===== src/rtl/lif_array.sv =====
// rtl/lif_array.sv - bank of N_CH leaky integrate-and-fire neurons with refractory hold,
// saturating membrane, selectable reset-on-spike mode and a shared running spike counter.
module lif_array #(
  parameter int N_CH       = 4,
  parameter int W          = 8,
  parameter int LEAK_SHIFT = 1,
  parameter int REFRACT    = 2,
  parameter int CNT_W      = 16
) (
  input  logic                clk,
  input  logic                rst_n,
  input  logic [N_CH*W-1:0]   current,
  input  logic [W-1:0]        threshold,
  input  logic                step_en,
  input  logic                sub_mode,
  input  logic                cnt_clr,
  output logic [N_CH*W-1:0]   state,
  output logic [N_CH-1:0]     spike,
  output logic [CNT_W-1:0]    spike_count
);

  localparam logic [3:0]   REFRACT_V = 4'(REFRACT);
  localparam logic [W-1:0] V_MAX     = {W{1'b1}};

  logic [W-1:0]     v_q   [N_CH];
  logic [W-1:0]     v_d   [N_CH];
  logic [3:0]       r_q   [N_CH];
  logic [3:0]       r_d   [N_CH];
  logic [W:0]       sum   [N_CH];
  logic [W-1:0]     sat   [N_CH];
  logic [N_CH-1:0]  spike_q, spike_d;
  logic [CNT_W-1:0] cnt_q, cnt_d, pop;

  always_comb begin
    for (int k = 0; k < N_CH; k++) begin
      v_d[k]     = v_q[k];
      r_d[k]     = r_q[k];
      spike_d[k] = 1'b0;
      sum[k]     = {1'b0, current[k*W +: W]} + {1'b0, v_q[k] >> LEAK_SHIFT};
      // The extra sum bit is the overflow flag: clamp rather than wrap.
      sat[k]     = sum[k][W] ? V_MAX : sum[k][W-1:0];
      if (step_en) begin
        if (r_q[k] != 4'd0) begin
          r_d[k] = r_q[k] - 4'd1;
          v_d[k] = '0;
        end else if (sat[k] >= threshold) begin
          spike_d[k] = 1'b1;
          r_d[k]     = REFRACT_V;
          v_d[k]     = sub_mode ? (sat[k] - threshold) : '0;
        end else begin
          v_d[k] = sat[k];
        end
      end
    end
  end

  always_comb begin
    pop = '0;
    for (int k = 0; k < N_CH; k++) begin
      pop = pop + CNT_W'(spike_d[k]);
    end
    cnt_d = cnt_q;
    if (cnt_clr) begin
      cnt_d = '0;
    end else if (step_en) begin
      cnt_d = cnt_q + pop;
    end
  end

  always_ff @(posedge clk or negedge rst_n) begin
    if (!rst_n) begin
      for (int k = 0; k < N_CH; k++) begin
        v_q[k] <= '0;
        r_q[k] <= '0;
      end
      spike_q <= '0;
      cnt_q   <= '0;
    end else begin
      for (int k = 0; k < N_CH; k++) begin
        v_q[k] <= v_d[k];
        r_q[k] <= r_d[k];
      end
      spike_q <= spike_d;
      cnt_q   <= cnt_d;
    end
  end

  always_comb begin
    for (int k = 0; k < N_CH; k++) begin
      state[k*W +: W] = v_q[k];
    end
  end

  assign spike       = spike_q;
  assign spike_count = cnt_q;

endmodule


===== config.mk =====
export PLATFORM = sky130hd
export DESIGN_NAME = lif_array
export DESIGN_NICKNAME = d
export VERILOG_FILES = /design/src/rtl/lif_array.sv
export SDC_FILE = /design/constraint.sdc
export NUM_CORES = 1
export LEC_CHECK = 0
export ABC_AREA = 0
export CAP_MARGIN = 10
export CORE_MARGIN = 3
export CORE_UTILIZATION = 55
export DETAILED_ROUTE_END_ITERATION = 7
export HOLD_SLACK_MARGIN = 0.12
export PLACE_DENSITY = 0.91
export SYNTH_ARGS = -nofsm -noshare
export SYNTH_HDL_FRONTEND = slang
export SYNTH_SLANG_ARGS = --single-unit

===== constraint.sdc =====
create_clock -name clk -period 7.2 [get_ports clk]
set_clock_uncertainty 0.15 [all_clocks]
set_input_delay 1.08 -clock clk [delete_from_list [all_inputs] [get_ports clk]]
set_output_delay 1.08 -clock clk [all_outputs]
set_load 0.02 [all_outputs]

# Yosys cells after proc, flatten, opt, wreduce, memory -nomap -nowiden

Index checks and enable logic that the tools add are counted.
W data, S select, Z words.

Register bits after elaboration: 68
Logic and storage cells: 81
Output and inout bits: 52
Input port bits: 45

$lt $le $gt $ge: 4
Reductions and logical operators: 13
Mux-type cells: 38
Add/sub/neg operators: 16

Operator list:

| kind                  | count |
|---|---|
| $mux W8               | 16 |
| $add A8 B7 Y9         | 4 |
| $ge A8 B8 Y1          | 4 |
| $mux W16              | 2 |
| $mux W4               | 8 |
| $sub A8 B8 Y8         | 4 |
| $add A16 B4 Y16       | 1 |
| $reduce_bool A4 Y1    | 4 |
| $sub A4 B1 Y4 const B | 4 |
| $mux W1               | 12 |
| $reduce_bool A2 Y1    | 5 |
| $reduce_and A2 Y1     | 4 |
| $add A3 B1 Y4         | 1 |
| $add A2 B1 Y3         | 1 |
| $add A1 B1 Y2         | 1 |

# Longest topological paths before layout

Gate-level depths: netlist of the first run.

Depth in word-level cells: 12
Gate-level depth with buffers: 24
Depth with buffers taken out: 23

# Least setup slack after synthesis of the first run

OpenSTA, ideal clock, no wires.

Path kind: input to register
From: in current[0]
To: reg cnt_q[15] (netlist: spike_count[15])
Setup time: 0.078 ns
Arrival: 5.859 ns
Stages: 22
Buffers on the path: 1
Data required time: 6.972 ns
Setup slack: 1.113 ns
Path through: ha_1 -> fa_1 -> a211oi_1 -> nor2_1 -> o21ba_2 -> or2_1 -> ha_1 -> a21o_1 -> a41oi_1 -> a221oi_2 -> or2_1 -> buf_6 -> and2_1 -> fa_1 -> inv_1 -> fa_1 -> nor2b_1 -> o211a_1 -> and3_1 -> nand3_1 -> or3_1 -> a21oi_1

Cells in the longest elaborated chain, start to end: 12

RTL lines:

| item                   | line | source |
|---|---|---|
| start: declaration     | 12   | `input logic [N_CH*W-1:0] current,` |
| $add A8 B7 Y9          | 39   | `sum[k] = {1'b0, current[k*W +: W]} + {1'b0, v_q[k] >> LEAK_SHIFT};` |
| $mux W8                | 41   | `sat[k] = sum[k][W] ? V_MAX : sum[k][W-1:0];` |
| $ge A8 B8 Y1           | 46   | `end else if (sat[k] >= threshold) begin` |
| $mux W1                | 46   |  |
| $mux W1                | 43   | `if (r_q[k] != 4'd0) begin` |
| $mux W1                | 42   | `if (step_en) begin` |
| via spike_d[0]         | 31   | `logic [N_CH-1:0] spike_q, spike_d;` |
| $add A1 B1 Y2          | 60   | `pop = pop + CNT_W'(spike_d[k]);` |
| $add A2 B1 Y3          | 60   |  |
| $add A3 B1 Y4          | 60   |  |
| $add A16 B4 Y16        | 66   | `cnt_d = cnt_q + pop;` |
| $mux W16               | 65   | `end else if (step_en) begin` |
| $mux W16               | 63   | `if (cnt_clr) begin` |
| end signal: assignment | 84   | `cnt_q <= cnt_d;` |
| end: declaration       | 32   | `logic [CNT_W-1:0] cnt_q, cnt_d, pop;` |

The timed path passes the listed nets, and every way through them passes these cells. The select of a mux whose other input is x is not followed.
A chain may end at the register's enable or synchronous reset.

# Worst setup path after layout of the first run

From: in current[0]
To: reg cnt_q[13] (netlist: spike_count[13])

Same word-level chain as after synthesis.

==> results of run 1 <==
[per-layer routing]
metal / global-route usage / wire, µm / vias to the layer above
met5: 0 / 0 / -
met4: 0.100 / 432 / 0
met3: 0.0333 / 954 / 41
met2: 0.464 / 7990 / 235
met1: 0.318 / 6710 / 2796
li1: - / - / 2764
[final cells by class]
cell class / instances / share of cell area
Clock inverter: 6 / 0.0123
Multi-Input combinational cell: 579 / 0.565
Clock buffer: 9 / 0.0169
Timing Repair Buffer: 98 / 0.132
Inverter: 38 / 0.0194
Tap cell: 136 / 0.0232
Sequential cell: 68 / 0.232
[cells in the final DEF, fill, tap and decap left out, types with 18 or more instances in the layout]
| master | instances |
|---|---|
| a21oi_1 | 35 |
| clkdlybuf4s50_1 | 94 |
| dfrtp_1 | 68 |
| ha_1 | 65 |
| inv_1 | 36 |
| nand2_1 | 43 |
| nand2b_1 | 18 |
| nor2_1 | 84 |
| o21ai_0 | 48 |
| xor2_1 | 25 |
[power by group through the flow]
stage / combinational [W] / sequential, W / clock [W]
after global placement: 0.00165 / 0.000574 / 0
final: 0.00177 / 0.000574 / 0.000356
after floorplan: 0.00123 / 0.000629 / 0
after detailed placement: 0.00173 / 0.000578 / 0
after CTS: 0.00175 / 0.000572 / 0.000358
after global routing: 0.00195 / 0.000588 / 0.000374
[worst paths after layout]
path	end	cells past startpoint	start
worst max-delay path	spike_count[13]	22	current[0]
worst min-delay path	r_q[12]	1	r_q[12]
worst max register to register	spike_count[13]	21	state[1]
worst min register to register	r_q[12]	1	r_q[12]
max in group asynchronous	state[3]	2	rst_n
min in group asynchronous	state[29]	2	rst_n
[registers in the layout, summed over array words and instances (netlist names)]
| register | flops |
|---|---|
| r_q | 16 |
| spike | 4 |
| spike_count | 16 |
| state | 32 |
[stage by stage]
step	util	instances	total power, W
finish	0.699	934	0.00270
global route	0.699	934	0.00292
CTS	0.699	934	0.00268
detailed placement	0.678	919	0.00230
global placement	0.678	919	0.00223
floorplan	-	700	0.00186
[kinds of logic (layout without fill, tap and decap cells)]
| kind of cell | Yosys count | in the layout | synth area share |
|---|---|---|---|
| xor gates and xnor gates | 39 | 39 | 0.0564 |
| adders and majority gates | 76 | 76 | 0.171 |
| AOI/OAI and AO/OA | 214 | 214 | 0.247 |
| muxes | 7 | 7 | 0.0128 |
| and+or+nand+nor | 243 | 243 | 0.197 |
| buffers and inverters | 53 | 151 | 0.0345 |
| DFF | 68 | 68 | 0.281 |
==> implementation parameters, run 1 <==
Parameter                              Value

Setup path
  Highest-delay cell along the critical path ... fa_1
  Critical path data arrival time ... 6.83 ns
  Cell repeated most along the worst path ... fa_1
  Critical path endpoint category ... flop
  Critical-path cell list ... clkdlybuf4s50_1 -> ha_1 -> fa_1 -> a211oi_1 -> nor2_1 -> o21ba_2 -> or2_1 -> ha_1 -> a21o_1 -> a41oi_1 -> a221oi_2 -> or2_1 -> and2_1 -> fa_1 -> inv_1 -> fa_1 -> nor2b_1 -> o211a_1 -> and3_1 -> nand3_1 -> or3_1 -> a21oi_1
  Maximum fanout count along the critical path ... 7
  Worst path bufs/invs ... 2
  Slowest Stage Delay on Critical Path ... 0.51 ns
  Required time at the endpoint of the critical path ... 7.32 ns
  Crit start category ... input port
  Critical path type ... in2reg
  Register-to-register path setup slack ... 1.25 ns
  Critical path's top delay family ... simple AND/OR/NAND/NOR gates

Floorplanning
  Die footprint ... 12,300 µm²
  Width of the die ... 111 µm
  Number of I/O pins ... 97
  Initial Utilization ... 0.576
  Num rows ... 37
  Placeable Area ... 10,500 µm²
  Vertical extent of the die ... 111 µm

Drt
  Post-detailed-route DRC marker count ... 0
  Count of TritonRoute iterations in the first routing pass ... 5
  Routed via count divided by cell count ... 6.25
  Remaining antenna violation count after routing ... 0
  Routed vias ... 5,836
  Routed len/inst ... 17.2 µm
  1st-iter DRT viols ... 437
  Sum of routed wire length over all layers ... 16,100 µm

Yosys
  Number of flip-flops and latches in the synthesized netlist ... 68
  Post-synth top flop ... dfrtp_1
  Most numerous cell types in the synthesized netlist ... 84 x nor2_1, 68 x dfrtp_1, 65 x ha_1
  Mapped Nets ... 821
  Syn Std Cell Area ... 6060 µm²
  Seq/Total Area, Yosys ... 0.281
  Most instantiated library cell after synthesis ... nor2_1
  Yosys top cell area share ... 0.281
  Post-synth EDFFs ... 0
  Syn Inst Count ... 700
  Post-Syn Area per Cell ... 8.65 µm²
  Cell type with the highest aggregate area in the netlist ... dfrtp_1
  Warnings from Yosys ... 0
  Ys async rst share ... 1.00
  Distinct cells, synth ... 73
  Synth area leaders ... dfrtp_1 28%, ha_1 13%, nor2_1 5.2%

Placed design
  Final weighted congestion of routability-driven global placement ... 0.977
  Dpl hpwl ... 12,200 µm
  Post-place setup slack ... 0.195 ns
  Dpl cell area ... 7130 µm²
  Total of buffers placed on input and output ports ... 96

Power
  Proportion of power drawn by the clock network ... 0.132
  Largest voltage drop on the vdd net ... 0.196 mV
  Fraction of power consumed by combinational cells ... 0.655
  Total leakage power ... 3.31 nW
  Pwr/cell area ... 367 nW/µm²
  Proportion of total power due to net switching ... 0.464
  Seq pwr share ... 0.213
  Int Pwr ... 0.00145 W
  NetSw ... 0.00125 W

Cells and area
  Storage cell area ... 1700 µm²
  Count of filler cells inserted in the layout ... 814
  Share of cells above drive strength 1 ... 0.0589
  Post-route cell area ... 7340 µm²
  Total inserted antenna cells ... 0
  Area added between synthesis and finish ... 21.2%
  Total area of multi-input combinational cells ... 4150 µm²
  Final net count ... 915

Run status
  Run status ... finished clean

Job
  Max-Cap Viols ... 0

GRT
  Vias in the first global route ... 5,916
  First-pass GRT wire length ... 27,000 µm
  GRT Util Overall ... 0.260
  Antenna violations before repair ... 0
  Pin count of the biggest net entering global routing ... 69
  Final global-route overflow total ... 0

STA
  Setup repair after global routing missed its margin ... false
  Setup violators final ... 0
  Final worst path period share ... 0.933
  Max Fclk ... 149 MHz
  Worst path setup slack after routing ... 0.483 ns
  Hold violation count in the final report ... 0
  Relative slew slack ... 0.408
  Post-route worst hold slack ... 0.356 ns
  Setup TNS ... 0 ns
  Final worst path period need ... 6.72 ns
  Pin slew with the least headroom to its limit ... 0.888 ns
  Final number of max-transition violations ... 0

Clock tree
  Max Root-Sink Buffers ... 2
  # hold bufs at CTS ... 0
  Sinks on the clock net ... 68
  Total of cells resized after clock tree synthesis ... 0
  Clock Pin Slew Worst Setup and Hold Paths ... 0.08 ns
  TritonCTS clock tree ... done
  Depth of the CTS H-tree ... 3
  Post-CTS Setup Inserts ... 0
  CTS buffer count ... 9
  Clock Latency Late Sink ... 0.35 ns
  Clock root buffer ... clkbuf_8

Hold path
  Worst Hold Class ... reg2reg
No activity file was read; power rests on OpenSTA's default activity.
==> inputs of run 2 (changes only) <==
Settings changed: CELL_PAD_IN_SITES_DETAIL_PLACEMENT set to 1, CELL_PAD_IN_SITES_GLOBAL_PLACEMENT set to 2, CORE_UTILIZATION 55 to 39, DONT_BUFFER_PORTS set to 1, PLACE_DENSITY 0.91 to 0.9.
==> implementation parameters, run 2 (synthesis results as in run 1) <==
Parameter                              Value

Cells and area
  Total area of multi-input combinational cells ... 4150 µm²
  Number of flip-flops under the largest register name ... 32
  Share of cells above drive strength 1 ... 0.0628
  Area added between synthesis and finish ... 8.45%
  Total inserted antenna cells ... 0
  Commonest non-fill, non-tap cells in the layout ... 84 x nor2_1, 68 x dfrtp_1, 65 x ha_1
  Utilization after layout ... 0.442
  Number of cells in the finished layout apart from fillers ... 885
  Count of filler cells inserted in the layout ... 1,760
  Final net count ... 817
  Most common cell after layout, fill and taps aside ... nor2_1
  Storage cell area ... 1700 µm²

Hold path
  Worst Hold Class ... in2async

Placed design
  Post-Place Cells ... 869
  Final weighted congestion of routability-driven global placement ... 0.825
  Dpl hpwl ... 13,600 µm
  Total of buffers placed on input and output ports ... 0

STA
  Max Fclk ... 158 MHz
  Post-route worst hold slack ... 0.283 ns
  Relative slew slack ... 0.419
  Setup repair after global routing missed its margin ... false
  Hold violation count in the final report ... 0
  Final worst path period share ... 0.877
  Final number of max-transition violations ... 0
  Setup violators final ... 0
  Final worst path period need ... 6.31 ns
  Pin slew with the least headroom to its limit ... 0.866 ns
  Setup TNS ... 0 ns

Setup path
  Slowest Stage Delay on Critical Path ... 0.51 ns
  Depth of the worst register-to-register path ... 22
  Cell repeated most along the worst path ... fa_1
  Required time at the endpoint of the critical path ... 7.31 ns
  Worst path bufs/invs ... 1
  Worst r2r dst ... spike_count[15]
  Critical path's top delay family ... simple AND/OR/NAND/NOR gates
  Critical path endpoint category ... flop
  Critical-path cell list ... ha_1 -> fa_1 -> a211oi_1 -> nor2_1 -> o21ba_2 -> nor2_1 -> ha_1 -> fa_1 -> nand2b_1 -> o2bb2ai_1 -> a221oi_2 -> or2_1 -> and2_1 -> fa_1 -> inv_1 -> fa_1 -> nor2b_1 -> o211a_1 -> and3_1 -> nand3_1 -> or3_1 -> a21oi_1
  Critical path data arrival time ... 6.42 ns
  Critical path type ... in2reg
  Maximum fanout count along the critical path ... 7
  Highest-delay cell along the critical path ... fa_1
  Reg-to-Reg Start ... state[1]
  Crit start category ... input port
  Register-to-register path setup slack ... 1.09 ns

Power
  Pwr/cell area ... 418 nW/µm²
  Largest voltage drop on the vdd net ... 0.137 mV
  Total leakage power ... 2.99 nW

Clock tree
  Clock Latency Late Sink ... 0.34 ns
  Max Root-Sink Buffers ... 2
  Depth of the CTS H-tree ... 3
  Sinks on the clock net ... 68
  CTS buffer count ... 9
  Clock root buffer ... clkbuf_16
  TritonCTS clock tree ... done
  Total of cells resized after clock tree synthesis ... 0
  Post-CTS Setup Inserts ... 0
  # hold bufs at CTS ... 0
  Clock Pin Slew Worst Setup and Hold Paths ... 0.06 ns

Run status
  Run status ... finished clean

Drt
  Post-detailed-route DRC marker count ... 0
  Count of TritonRoute iterations in the first routing pass ... 4
  Routed vias ... 5,351
  Sum of routed wire length over all layers ... 17,500 µm
  Remaining antenna violation count after routing ... 0
  Routed len/inst ... 19.8 µm
  Routed via count divided by cell count ... 6.05
  1st-iter DRT viols ... 161

GRT
  Pin count of the biggest net entering global routing ... 69
  GRT Util Overall ... 0.209
  First-pass GRT wire length ... 28,500 µm
  Antenna violations before repair ... 0
  Vias in the first global route ... 5,812
  Final global-route overflow total ... 0

Floorplanning
  Width of the die ... 131 µm
  Num rows ... 44
  Vertical extent of the die ... 131 µm
  Initial Utilization ... 0.408
  Number of I/O pins ... 97
  Die footprint ... 17,100 µm²
  Placeable Area ... 14,900 µm²

Job
  Max-Cap Viols ... 0
==> run 2: layout make-up <==
type / count / area share
multi-input cells: 579 / 0.631
flip-flops and latches: 68 / 0.259
well taps: 184 / 0.0350
clock buffers: 9 / 0.0343
inverters: 38 / 0.0217
clock inverters: 7 / 0.0187
==> run 2: report_power, final <==
group	total, W	leakage [nW]	switching [W]	internal [W]
clock	0.000524	0.163	0.000183	0.000341
sequential	0.000659	0.879	0.000177	0.000482
combinational	0.00157	1.95	0.000906	0.000659
==> run 2: worst max-delay path by stage <==
stage	startpoint	to	slack [ns]	cells after the start
5_1_grt	current[16]	spike_count[15]	0.56	21
2_1_floorplan	current[0]	spike_count[15]	1.11	22
6_report	current[0]	spike_count[15]	0.89	22
3_5_place_dp	current[16]	spike_count[15]	0.53	21
3_3_place_gp	current[16]	spike_count[15]	0.80	21
4_1_cts	current[0]	spike_count[15]	0.91	22
==> run 2: metrics by stage <==
step           worst slack (ns)  power [W]  area [µm²]
2_1_floorplan              1.11    0.00186        6060
3_3_place_gp              0.798    0.00211        6220
3_5_place_dp              0.534    0.00221        6220
4_1_cts                   0.908    0.00276        6570
5_1_grt                   0.555    0.00300        6570
6_report                  0.888    0.00275        6570
==> run 2: routing by layer <==
layer,track usage,vias up,part of all wire
li1,-,2553,-
met1,0.264,2646,0.44
met2,0.363,116,0.49
met3,0.0358,36,0.045
met4,0.0696,0,0.024
met5,0,-,0
==> inputs of run 3 (changes only) <==
Settings changed: HOLD_SLACK_MARGIN 0.12 to 0.05, REMOVE_ABC_BUFFERS set to 1.
==> implementation parameters, run 3 (synthesis results as in run 1) <==
Parameter                              Value

Floorplanning
  Placeable Area ... 14,900 µm²
  Initial Utilization ... 0.408
  Num rows ... 44
  Die footprint ... 17,100 µm²
  Vertical extent of the die ... 131 µm
  Width of the die ... 131 µm
  Number of I/O pins ... 97

Setup path
  Required time at the endpoint of the critical path ... 7.31 ns
  Worst r2r dst ... spike_count[15]
  Critical path type ... in2reg
  Critical path's top delay family ... compound AO/OA/AOI/OAI gates
  Reg-to-Reg Start ... state[17]
  Slowest Stage Delay on Critical Path ... 0.54 ns
  Launch point of the critical path ... current[16]
  Depth of the worst register-to-register path ... 21
  Critical-path cell list ... ha_1 -> fa_1 -> a211oi_2 -> o21ai_0 -> a21oi_1 -> nor2_1 -> or2_2 -> ha_1 -> a21o_1 -> a21o_1 -> a21oi_1 -> a211oi_1 -> fa_1 -> inv_1 -> fa_1 -> nor2b_1 -> o211a_1 -> and3_1 -> nand3_1 -> or3_1 -> a21oi_1
  Register-to-register path setup slack ... 1.08 ns
  Highest-delay cell along the critical path ... fa_1
  Worst path bufs/invs ... 1
  Critical path endpoint category ... flop
  Crit start category ... input port
  Maximum fanout count along the critical path ... 6
  Critical path data arrival time ... 6.45 ns

Placed design
  Total of buffers placed on input and output ports ... 0
  Post-Place Cells ... 869
  Dpl hpwl ... 13,300 µm
  Final weighted congestion of routability-driven global placement ... 0.882

Clock tree
  Clock Latency Late Sink ... 0.34 ns
  CTS buffer count ... 9
  Max Root-Sink Buffers ... 2
  Depth of the CTS H-tree ... 3
  TritonCTS clock tree ... done
  Clock Pin Slew Worst Setup and Hold Paths ... 0.06 ns
  Post-CTS Setup Inserts ... 0
  Clock root buffer ... clkbuf_16
  Total of cells resized after clock tree synthesis ... 0
  # hold bufs at CTS ... 0
  Sinks on the clock net ... 68

Drt
  Routed vias ... 5,371
  Remaining antenna violation count after routing ... 0
  Post-detailed-route DRC marker count ... 0
  1st-iter DRT viols ... 199
  Routed via count divided by cell count ... 6.08
  Routed len/inst ... 19.7 µm
  Count of TritonRoute iterations in the first routing pass ... 4
  Sum of routed wire length over all layers ... 17,400 µm

Run status
  Run status ... finished clean

Cells and area
  Number of cells in the finished layout apart from fillers ... 884
  Final net count ... 817
  Most common cell after layout, fill and taps aside ... nor2_1
  Area added between synthesis and finish ... 8.69%
  Total inserted antenna cells ... 0
  Commonest non-fill, non-tap cells in the layout ... 84 x nor2_1, 68 x dfrtp_1, 65 x ha_1
  Number of flip-flops under the largest register name ... 32
  Share of cells above drive strength 1 ... 0.0614

Power
  Pwr/cell area ... 421 nW/µm²
  Total leakage power ... 3.01 nW
  Overall power consumption ... 0.00277 W
  Largest voltage drop on the vdd net ... 0.130 mV

GRT
  First-pass GRT wire length ... 28,500 µm
  Final global-route overflow total ... 0
  Vias in the first global route ... 5,744
  GRT Util Overall ... 0.209
  Antenna violations before repair ... 0
  Pin count of the biggest net entering global routing ... 69

STA
  Setup repair after global routing missed its margin ... false
  Relative slew slack ... 0.428
  Final number of max-transition violations ... 0
  Hold violation count in the final report ... 0
  Max Fclk ... 158 MHz
  Pin slew with the least headroom to its limit ... 0.853 ns
  Setup violators final ... 0
  Setup TNS ... 0 ns
  Final worst path period share ... 0.880
  Final worst path period need ... 6.34 ns
  Post-route worst hold slack ... 0.285 ns

Job
  Max-Cap Viols ... 0

Hold path
  Worst Hold Class ... in2async
## run 3: worst max-delay path by stage
stage,to,depth (start not counted)
after floorplan,spike_count[15],21
after global placement,spike_count[15],21
after detailed placement,spike_count[15],21
after CTS,spike_count[15],21
after global routing,spike_count[15],21
final,spike_count[15],21
## run 3: metal layers
layer	global-route usage	wire (µm)	share of wire	vias to the layer above
li1	-	-	-	2559
met1	0.260	7630	0.44	2668
met2	0.364	8560	0.49	121
met3	0.0333	902	0.052	23
met4	0.0792	345	0.020	0
met5	0	0	0	-
## run 3: stage by stage
step | area, µm² | util | worst slack [ns]
floorplan | 5990 | - | 1.13
global placement | 6220 | 0.419 | 0.800
detailed placement | 6220 | 0.419 | 0.557
CTS | 6590 | 0.443 | 0.900
global route | 6590 | 0.443 | 0.456
finish | 6590 | 0.443 | 0.862
## run 3: area by class of cell
type / instances / area (µm²)
Tap cell: 184 / 230
Inverter: 38 / 143
Sequential cell: 68 / 1700
Fill cell: 1752 / 8280
Clock buffer: 9 / 225
Multi-Input combinational cell: 579 / 4150
Clock inverter: 6 / 138
## run 3: worst reg2reg max path, delay by kind of cell (launching register included)
kind | cells | cell delay, ns
AO/OA/AOI/OAI | 9 | 1.95
adder cells (fa/ha/maj) | 5 | 1.99
buffers and inverters | 1 | 0.05
flip-flops | 1 | 0.48
AND/OR/NAND/NOR | 6 | 1.41
## run 3: power breakdown
| group | switching (W) | internal [W] |
|---|---|---|
| sequential | 0.000178 | 0.000482 |
| combinational | 0.000908 | 0.000658 |
| clock | 0.000177 | 0.000373 |
